==> config.mk <==
export PLATFORM = sky130hd
export DESIGN_NAME = lsu_queue
export DESIGN_NICKNAME = d
export VERILOG_FILES = /design/src/rtl/lsu_queue.sv
export SDC_FILE = /design/constraint.sdc
export NUM_CORES = 1
export LEC_CHECK = 0
export BUFFER_PORTS_ARGS = -buffer_cell sky130_fd_sc_hd__buf_4
export CAP_MARGIN = 5
export CORE_ASPECT_RATIO = 2
export CORE_MARGIN = 2
export CORE_UTILIZATION = 30
export CTS_BUF_LIST = sky130_fd_sc_hd__clkbuf_16
export DETAILED_ROUTE_END_ITERATION = 7
export GPL_ROUTABILITY_DRIVEN = 0
export GPL_TIMING_DRIVEN = 0
export HOLD_SLACK_MARGIN = 0.1
export PLACE_DENSITY = 0.57
export SLEW_MARGIN = 25
export SYNTH_ARGS = -nofsm -noshare
export SYNTH_HDL_FRONTEND = slang
export SYNTH_SLANG_ARGS = --single-unit
==> constraint.sdc <==
create_clock -name clk -period 8.74 [get_ports clk]
set_input_delay 1.748 -clock clk [delete_from_list [all_inputs] [get_ports clk]]
set_output_delay 1.748 -clock clk [all_outputs]
set_load 0.1 [all_outputs]
==> src/rtl/lsu_queue.sv <==
// lsu_queue: in-order load/store queue between a core and a data memory.
//
// A circular buffer of DEPTH_P entries holds requests in enqueue order.
// The entries move through three regions: queued (not yet issued), in flight
// (issued and waiting for a memory response), and a single response register
// that holds the result until the core consumes it. count_o covers all three.
//
// Ports:
//   clk, reset                    clock; synchronous active-low reset
//   req_valid_i/req_ready_o       core request handshake
//   req_wen_i, req_byte_i         store flag, byte-not-word flag
//   req_addr_i, req_wdata_i       byte address, store data
//   flush_i                       drop every request not yet issued
//   mem_valid_o, mem_yumi_i       head request to memory / memory accepts it
//   mem_wen_o, mem_byte_o         head store / byte flags
//   mem_addr_o, mem_wdata_o       head address / store data
//   mem_resp_valid_i/_data_i      memory response
//   mem_resp_yumi_o               block consumes the memory response
//   resp_valid_o/resp_yumi_i      response to core handshake
//   resp_data_o, resp_is_store_o  load data (0 for stores), store marker
//   count_o                       occupancy
//   err_o                         sticky: response arrived with nothing in flight
//
// Configuration macro: LSU_BYTE_SEXT_EN -- when defined, byte loads are
// sign-extended from bit 7; otherwise they are zero-extended.
module lsu_queue #(
  parameter int DEPTH_P      = 4,
  parameter int ADDR_WIDTH_P = 32,
  parameter int DATA_WIDTH_P = 32
) (
  input  logic                        clk,
  input  logic                        reset,
  input  logic                        req_valid_i,
  output logic                        req_ready_o,
  input  logic                        req_wen_i,
  input  logic                        req_byte_i,
  input  logic [ADDR_WIDTH_P-1:0]     req_addr_i,
  input  logic [DATA_WIDTH_P-1:0]     req_wdata_i,
  input  logic                        flush_i,
  output logic                        mem_valid_o,
  output logic                        mem_wen_o,
  output logic                        mem_byte_o,
  output logic [ADDR_WIDTH_P-1:0]     mem_addr_o,
  output logic [DATA_WIDTH_P-1:0]     mem_wdata_o,
  input  logic                        mem_yumi_i,
  input  logic                        mem_resp_valid_i,
  input  logic [DATA_WIDTH_P-1:0]     mem_resp_data_i,
  output logic                        mem_resp_yumi_o,
  output logic                        resp_valid_o,
  output logic [DATA_WIDTH_P-1:0]     resp_data_o,
  output logic                        resp_is_store_o,
  input  logic                        resp_yumi_i,
  output logic [$clog2(DEPTH_P):0]    count_o,
  output logic                        err_o
);

  localparam int PTR_W = $clog2(DEPTH_P);
  localparam int CNT_W = PTR_W + 1;

  typedef struct packed {
    logic                    wen;
    logic                    is_byte;
    logic [ADDR_WIDTH_P-1:0] addr;
    logic [DATA_WIDTH_P-1:0] wdata;
  } entry_t;

  entry_t             entry_r [DEPTH_P];
  logic [PTR_W-1:0]   wr_ptr_r, iss_ptr_r, ret_ptr_r;
  logic [CNT_W-1:0]   n_q_r, n_if_r, count_r;
  logic               resp_valid_r, resp_is_store_r, err_r;
  logic [DATA_WIDTH_P-1:0] resp_data_r;

  logic               enq_s, head_avail_s, issue_s, if_empty_s, pop_s, consume_s;
  logic [PTR_W-1:0]   wr_ptr_nxt_s, iss_ptr_nxt_s, ret_ptr_nxt_s;
  logic [CNT_W-1:0]   n_q_nxt_s, n_if_nxt_s, count_nxt_s;
  logic               resp_valid_nxt_s;
  entry_t             head_s, ret_entry_s;
  logic [7:0]         byte_s;
  logic [DATA_WIDTH_P-1:0] load_data_s;
  logic               load_store_s;

  // Handshake decode and next-state computation for pointers and counters.
  always_comb begin
    head_s       = entry_r[iss_ptr_r];
    ret_entry_s  = entry_r[ret_ptr_r];
    head_avail_s = (n_q_r != {CNT_W{1'b0}});
    if_empty_s   = (n_if_r == {CNT_W{1'b0}});

    req_ready_o     = reset & (count_r < CNT_W'(DEPTH_P)) & ~flush_i;
    mem_valid_o     = reset & head_avail_s & ~flush_i;
    mem_resp_yumi_o = reset & mem_resp_valid_i & (~resp_valid_r | resp_yumi_i | if_empty_s);

    enq_s     = req_valid_i & req_ready_o;
    // The head is taken whenever memory accepts it, even in a flush cycle:
    // an accepted head counts as issued and survives the flush.
    issue_s   = reset & mem_yumi_i & head_avail_s;
    pop_s     = mem_resp_yumi_o & ~if_empty_s;
    consume_s = resp_valid_r & resp_yumi_i;

    iss_ptr_nxt_s = iss_ptr_r + PTR_W'(issue_s);
    ret_ptr_nxt_s = ret_ptr_r + PTR_W'(pop_s);
    n_if_nxt_s    = n_if_r + CNT_W'(issue_s) - CNT_W'(pop_s);

    if (flush_i) begin
      // Un-issued entries vanish: rewind the write pointer to the issue point.
      n_q_nxt_s    = {CNT_W{1'b0}};
      wr_ptr_nxt_s = iss_ptr_nxt_s;
    end else begin
      n_q_nxt_s    = n_q_r + CNT_W'(enq_s) - CNT_W'(issue_s);
      wr_ptr_nxt_s = wr_ptr_r + PTR_W'(enq_s);
    end

    resp_valid_nxt_s = pop_s | (resp_valid_r & ~consume_s);
    count_nxt_s      = n_q_nxt_s + n_if_nxt_s + CNT_W'(resp_valid_nxt_s);
  end

  // Format the memory response for the oldest in-flight entry.
  always_comb begin
    byte_s = mem_resp_data_i[7:0];
    if (ret_entry_s.wen) begin
      load_data_s  = {DATA_WIDTH_P{1'b0}};
      load_store_s = 1'b1;
    end else if (ret_entry_s.is_byte) begin
`ifdef LSU_BYTE_SEXT_EN
      load_data_s  = DATA_WIDTH_P'(signed'(byte_s));
`else
      load_data_s  = DATA_WIDTH_P'(byte_s);
`endif
      load_store_s = 1'b0;
    end else begin
      load_data_s  = mem_resp_data_i;
      load_store_s = 1'b0;
    end
  end

  // Request storage; slots are only written on enqueue, so no reset is needed.
  always_ff @(posedge clk) begin
    if (enq_s) begin
      entry_r[wr_ptr_r] <= '{wen: req_wen_i, is_byte: req_byte_i,
                             addr: req_addr_i, wdata: req_wdata_i};
    end
  end

  // Control state, response register and sticky error flag.
  always_ff @(posedge clk) begin
    if (!reset) begin
      wr_ptr_r        <= {PTR_W{1'b0}};
      iss_ptr_r       <= {PTR_W{1'b0}};
      ret_ptr_r       <= {PTR_W{1'b0}};
      n_q_r           <= {CNT_W{1'b0}};
      n_if_r          <= {CNT_W{1'b0}};
      count_r         <= {CNT_W{1'b0}};
      resp_valid_r    <= 1'b0;
      resp_data_r     <= {DATA_WIDTH_P{1'b0}};
      resp_is_store_r <= 1'b0;
      err_r           <= 1'b0;
    end else begin
      wr_ptr_r     <= wr_ptr_nxt_s;
      iss_ptr_r    <= iss_ptr_nxt_s;
      ret_ptr_r    <= ret_ptr_nxt_s;
      n_q_r        <= n_q_nxt_s;
      n_if_r       <= n_if_nxt_s;
      count_r      <= count_nxt_s;
      resp_valid_r <= resp_valid_nxt_s;
      if (pop_s) begin
        resp_data_r     <= load_data_s;
        resp_is_store_r <= load_store_s;
      end
      if (mem_resp_yumi_o && if_empty_s) begin
        err_r <= 1'b1;
      end
    end
  end

  assign mem_wen_o       = head_s.wen;
  assign mem_byte_o      = head_s.is_byte;
  assign mem_addr_o      = head_s.addr;
  assign mem_wdata_o     = head_s.wdata;
  assign resp_valid_o    = resp_valid_r;
  assign resp_data_o     = resp_data_r;
  assign resp_is_store_o = resp_is_store_r;
  assign count_o         = count_r;
  assign err_o           = err_r;

endmodule
-- Yosys cells after proc, flatten, opt, wreduce, memory -nomap -nowiden
Memories as Yosys holds them, arrays and structs flattened. A register that Yosys moved wholly into a read port is not among the register bits.
Index checks and enable logic that the tools add are counted.
- register bits after elaboration: 50
- RAM bits: 264
- output and inout port bits: 107
- logic and storage cells: 52
- memories kept: 1
- memories (name ; words ; bits a word ; rd ports ; clocked after memory_dff ; wr ports ; RTL line ; RTL):
    entry_r ; 4 ; 66 ; 2 ; 2 ; 1 ; 67 ; entry_t entry_r [DEPTH_P];
- $add $sub $neg: 9
- order comparisons: 1
- mux-type cells: 9
- bitwise operators: 19
- reductions and logical operators: 3
- operators by type and width (kind ; number):
    $mux W32 ; 2
    $and A1 B1 Y1 ; 12
    $add A3 B1 Y3 ; 3
    $add A2 B1 Y2 ; 3
    $mux W2 ; 3
    $sub A3 B1 Y3 ; 2
    $not A1 Y1 ; 4
    $add A3 B3 Y3 ; 1
    $logic_not A3 Y1 ; 1
    $lt A3 B3 Y1 const B ; 1
    $mux W1 ; 3
    $mux W3 ; 1
    $or A1 B1 Y1 ; 3
    $reduce_bool A3 Y1 ; 1
    $logic_and A1 B1 Y1 ; 1

-- Longest topological paths before layout
- depth in word-level cells: 9
- depth in mapped cells: 13

-- Worst setup path after synthesis
No wires, ideal clock.
- kind: input port to flip-flop
- from: input reset
- to: memory entry_r[2][0] in the netlist's numbering, enable pin
- library setup time: 0.585 ns
- data arrival time: 8.485 ns
- required time: 8.155 ns
- slack: -0.330 ns
- cell stages on the path: 5
- path through: buf_4 -> nand2b_1 -> nor2_1 -> nand2_1 -> nor3b_1
- word-level cells in the longest chain between the ends: 5
- RTL lines (item ; RTL line ; RTL):
    start: declaration ; 32 ; input logic reset,
    $and A1 B1 Y1 (2 in series) ; 89 ; req_ready_o = reset & (count_r < CNT_W'(DEPTH_P)) & ~flush_i;
    named net req_ready_o ; 34 ; output logic req_ready_o,
    $and A1 B1 Y1 ; 93 ; enq_s = req_valid_i & req_ready_o;
    $mux W1 ; 138 ; if (enq_s) begin
    $mux W1 (implied by the code) ; 139 ; entry_r[wr_ptr_r] <= '{wen: req_wen_i, is_byte: req_byte_i,
    end: declaration ; 67 ;
The timed path passes the listed nets, and every way through them passes these cells.

==> results_dict.tcl <==
set metrics [dict create \
    status "completed" \
    finClkSkew_ps 12.23 \
    synth-seq-cells 314 \
    fmax_mhz 211.8 \
    finalSetupViolCount 0 \
    synth.avg_cell_area_um2 20.97 \
    cts_sinks 314 \
    r2r_end "count_o[2]" \
    drt_first_pass_iters 5 \
    cts_setup_buffers 0 \
    gr-total-overflow 0 \
    r2r_setup_slack_ps 5300 \
    grt_pass1_wl_um 39600 \
    cp.required_ps 6990 \
    cts_buffers 29 \
    maxCapViolations 0 \
    yosys.area.top_type "edfxtp_1" \
    synth_ff_type "edfxtp_1" \
    synth_top_cell_area_share_pct 67.86 \
    cts-root-buf "clkbuf_16" \
    crit_chain "buf_1 -> clkbuf_1 -> mux4_2 -> buf_4" \
    cts_hold_buf 0 \
    hold_viol_final 0 \
    synth_common_cells "264 x edfxtp_1, 68 x mux4_2, 50 x dfxtp_1" \
    power_density_nw_per_um2 225.6 \
    rsz0062_at_grt "no" \
    hpwl_um 19260 \
    synth_cell_types 35 \
    path_buf_inv 3 \
    period_needed_ps 4722 \
    grt_util_all_layers_pct 13.01 \
    num_io_pins 212 \
    fin_nets 946 \
    path_clk_slew_ps 70 \
    fillerInstances 3623 \
    yosys_warnings 0 \
    crit_path_end_kind "output port" \
    via_count 6118 \
    worstPathArrival_ps 2970 \
    ctsHtreeMaxLevel 1 \
    core_um2 38540 \
    wl_um 26420 \
    yosysMostFrequentCell "edfxtp_1" \
    clockBufferDepth 3 \
    worstMarginPinSlew_ps 896.1 \
    path_class "reg -> out" \
    post_drt_wl_per_cell_um 19.24 \
    drc 0 \
    first_global_vias 6610 \
    syn_inst 557 \
    ir_drop_uv 152.0 \
    die_x_um 143.5 \
    die_y_um 283.1 \
    p_leak_nw 5.282 \
    cp_slowest_cell "buf_1" \
    antenna_found_initial 2 \
    slew_violations 0 \
    cp_top_family "buffers and inverters" \
    start_kind "register" \
    grt_start_max_net_pins 25 \
    cts_tree "done" \
    maxSlewHeadroom_pct 40.26 \
    syn_area_um2 11680 \
    area_growth_pct 30.00 \
    syn_nets 671 \
    netlist_top_cells_area "edfxtp_1 68%, mux4_2 13%, dfxtp_1 8.6%" \
    hold_path_depth 2 \
    async_reset_ff_share_pct 0 \
    fp.dieArea_um2 40630 \
    fin_crit_sh_pct 54.03 \
    postRouteAntennaNets 0 \
    drive_above_1_share_pct 49.53 \
    start_util_pct 30.31 \
    viasPerCell 4.456 \
    cts_resized 0 \
    clk_latency_ps 550 \
    hold_path_class "reg -> reg" \
    worst_slack_ps 4018 \
    hold_path_startpoint "resp_data_o[2]" \
    portBuffers 210 \
    synth_edf_count 264 \
    ys_seq_area_share_pct 76.43 \
    drtIter0Drc 245 \
    rr_startpoint "n_if_r[1]" \
    rows 102 \
    power_mw 3.425 \
    critPathMaxFanout 10 \
    pre_cts_slack_ps 3805 \
    slowest_delay_ps 700 \
    worstRegToRegCells 11 \
    min_to "resp_data_o[2]" \
]
==> metrics by stage <==
step                setup TNS, ps  utilization [%]  area, µm²  instances  hold WS [ps]
floorplan                  -42340                -      11680        557         489.6
global placement          -756600            36.09      13910       1287         445.0
detailed placement              0            36.98      14250       1321         447.6
CTS                             0            39.40      15180       1372         456.7
global route                    0            39.40      15190       1373         482.5
finish                          0            39.40      15190       1373         455.4
==> worst min-delay path, stage by stage (launching register included) <==
cell and delay, ps:
dfxtp_1 310, nand2_1 50, a21oi_1 50
==> layout make-up <==
cell class	instances	area [µm²]	area share, %
sequential	314	8929	58.79
multi-input combinational	210	2604	17.14
timing repair buffer	244	1894	12.47
clock buffer	29	725.7	4.778
tap	520	650.6	4.284
clock inverter	22	206.4	1.359
buffer	25	145.1	0.9557
inverter	8	30.03	0.1977
antenna	1	2.502	0.01648
==> flip-flops by register name, indices dropped and copies added, names as in the netlist, 2 cells and up <==
| signal | count |
|---|---|
| n_q_r | 3 |
| resp_data_o | 32 |
| n_if_r | 3 |
| count_o | 3 |
| wr_ptr_r | 2 |
| ret_ptr_r | 2 |
| entry_r | 264 |
| iss_ptr_r | 2 |
==> where the power goes <==
group | internal (mW) | switching (mW) | total, mW
Clock | 0.718 | 0.532 | 1.25
Sequential | 1.66 | 0.0181 | 1.68
Combinational | 0.142 | 0.352 | 0.494
Total | 2.52 | 0.903 | 3.43
==> kinds of logic after synthesis <==
| logic type | Yosys count | share of synthesized area [%] |
|---|---|---|
| AOI/OAI and AO/OA | 39 | 3.085 |
| xor gates and xnor gates | 8 | 0.7176 |
| adders and majority gates | 9 | 1.221 |
| buffers and inverters | 33 | 1.499 |
| DFF | 314 | 76.43 |
| muxes | 70 | 13.29 |
| and+or+nand+nor | 84 | 3.759 |
==> layout by cell type, fill, tap and decap left out, types with 2 or more instances in the layout <==
master / count
nor2_1: 17
a22oi_1: 4
nor3_1: 2
nor2b_1: 2
clkinv_1: 4
fa_1: 4
nor2_2: 20
or3_1: 2
buf_12: 2
buf_6: 14
clkinvlp_2: 2
clkbuf_1: 6
edfxtp_1: 264
nor3b_2: 2
mux4_2: 68
nor3_2: 3
clkinv_2: 6
xor2_1: 2
bufinv_16: 4
buf_4: 234
dfxtp_1: 50
ha_1: 5
buf_1: 2
buf_2: 11
a21oi_1: 14
nand2b_1: 2
nand2_1: 24
clkbuf_16: 29
xnor2_1: 5
and2_1: 5
a22oi_2: 20
inv_1: 12
==> per-layer routing <==
layer  GRT usage [%]  routed length (µm)
met4           4.338                 583
met2           24.38               14730
met5               0                   8
met1           14.50                9713
met3           2.349                1388
==> worst max-delay path by stage <==
stage / startpoint / end / slack, ps / cells past startpoint
finish: iss_ptr_r[1] / mem_addr_o[3] / 4020 / 4
global route: iss_ptr_r[1] / mem_addr_o[3] / 3860 / 4
CTS: iss_ptr_r[1] / mem_addr_o[3] / 3890 / 4
detailed placement: resp_yumi_i / count_o[2] / 3810 / 12
global placement: flush_i / entry_r[2][48] / -4150 / 5
floorplan: reset / entry_r[2][0] / -330 / 5
No activity file was read; power rests on OpenSTA's default activity.
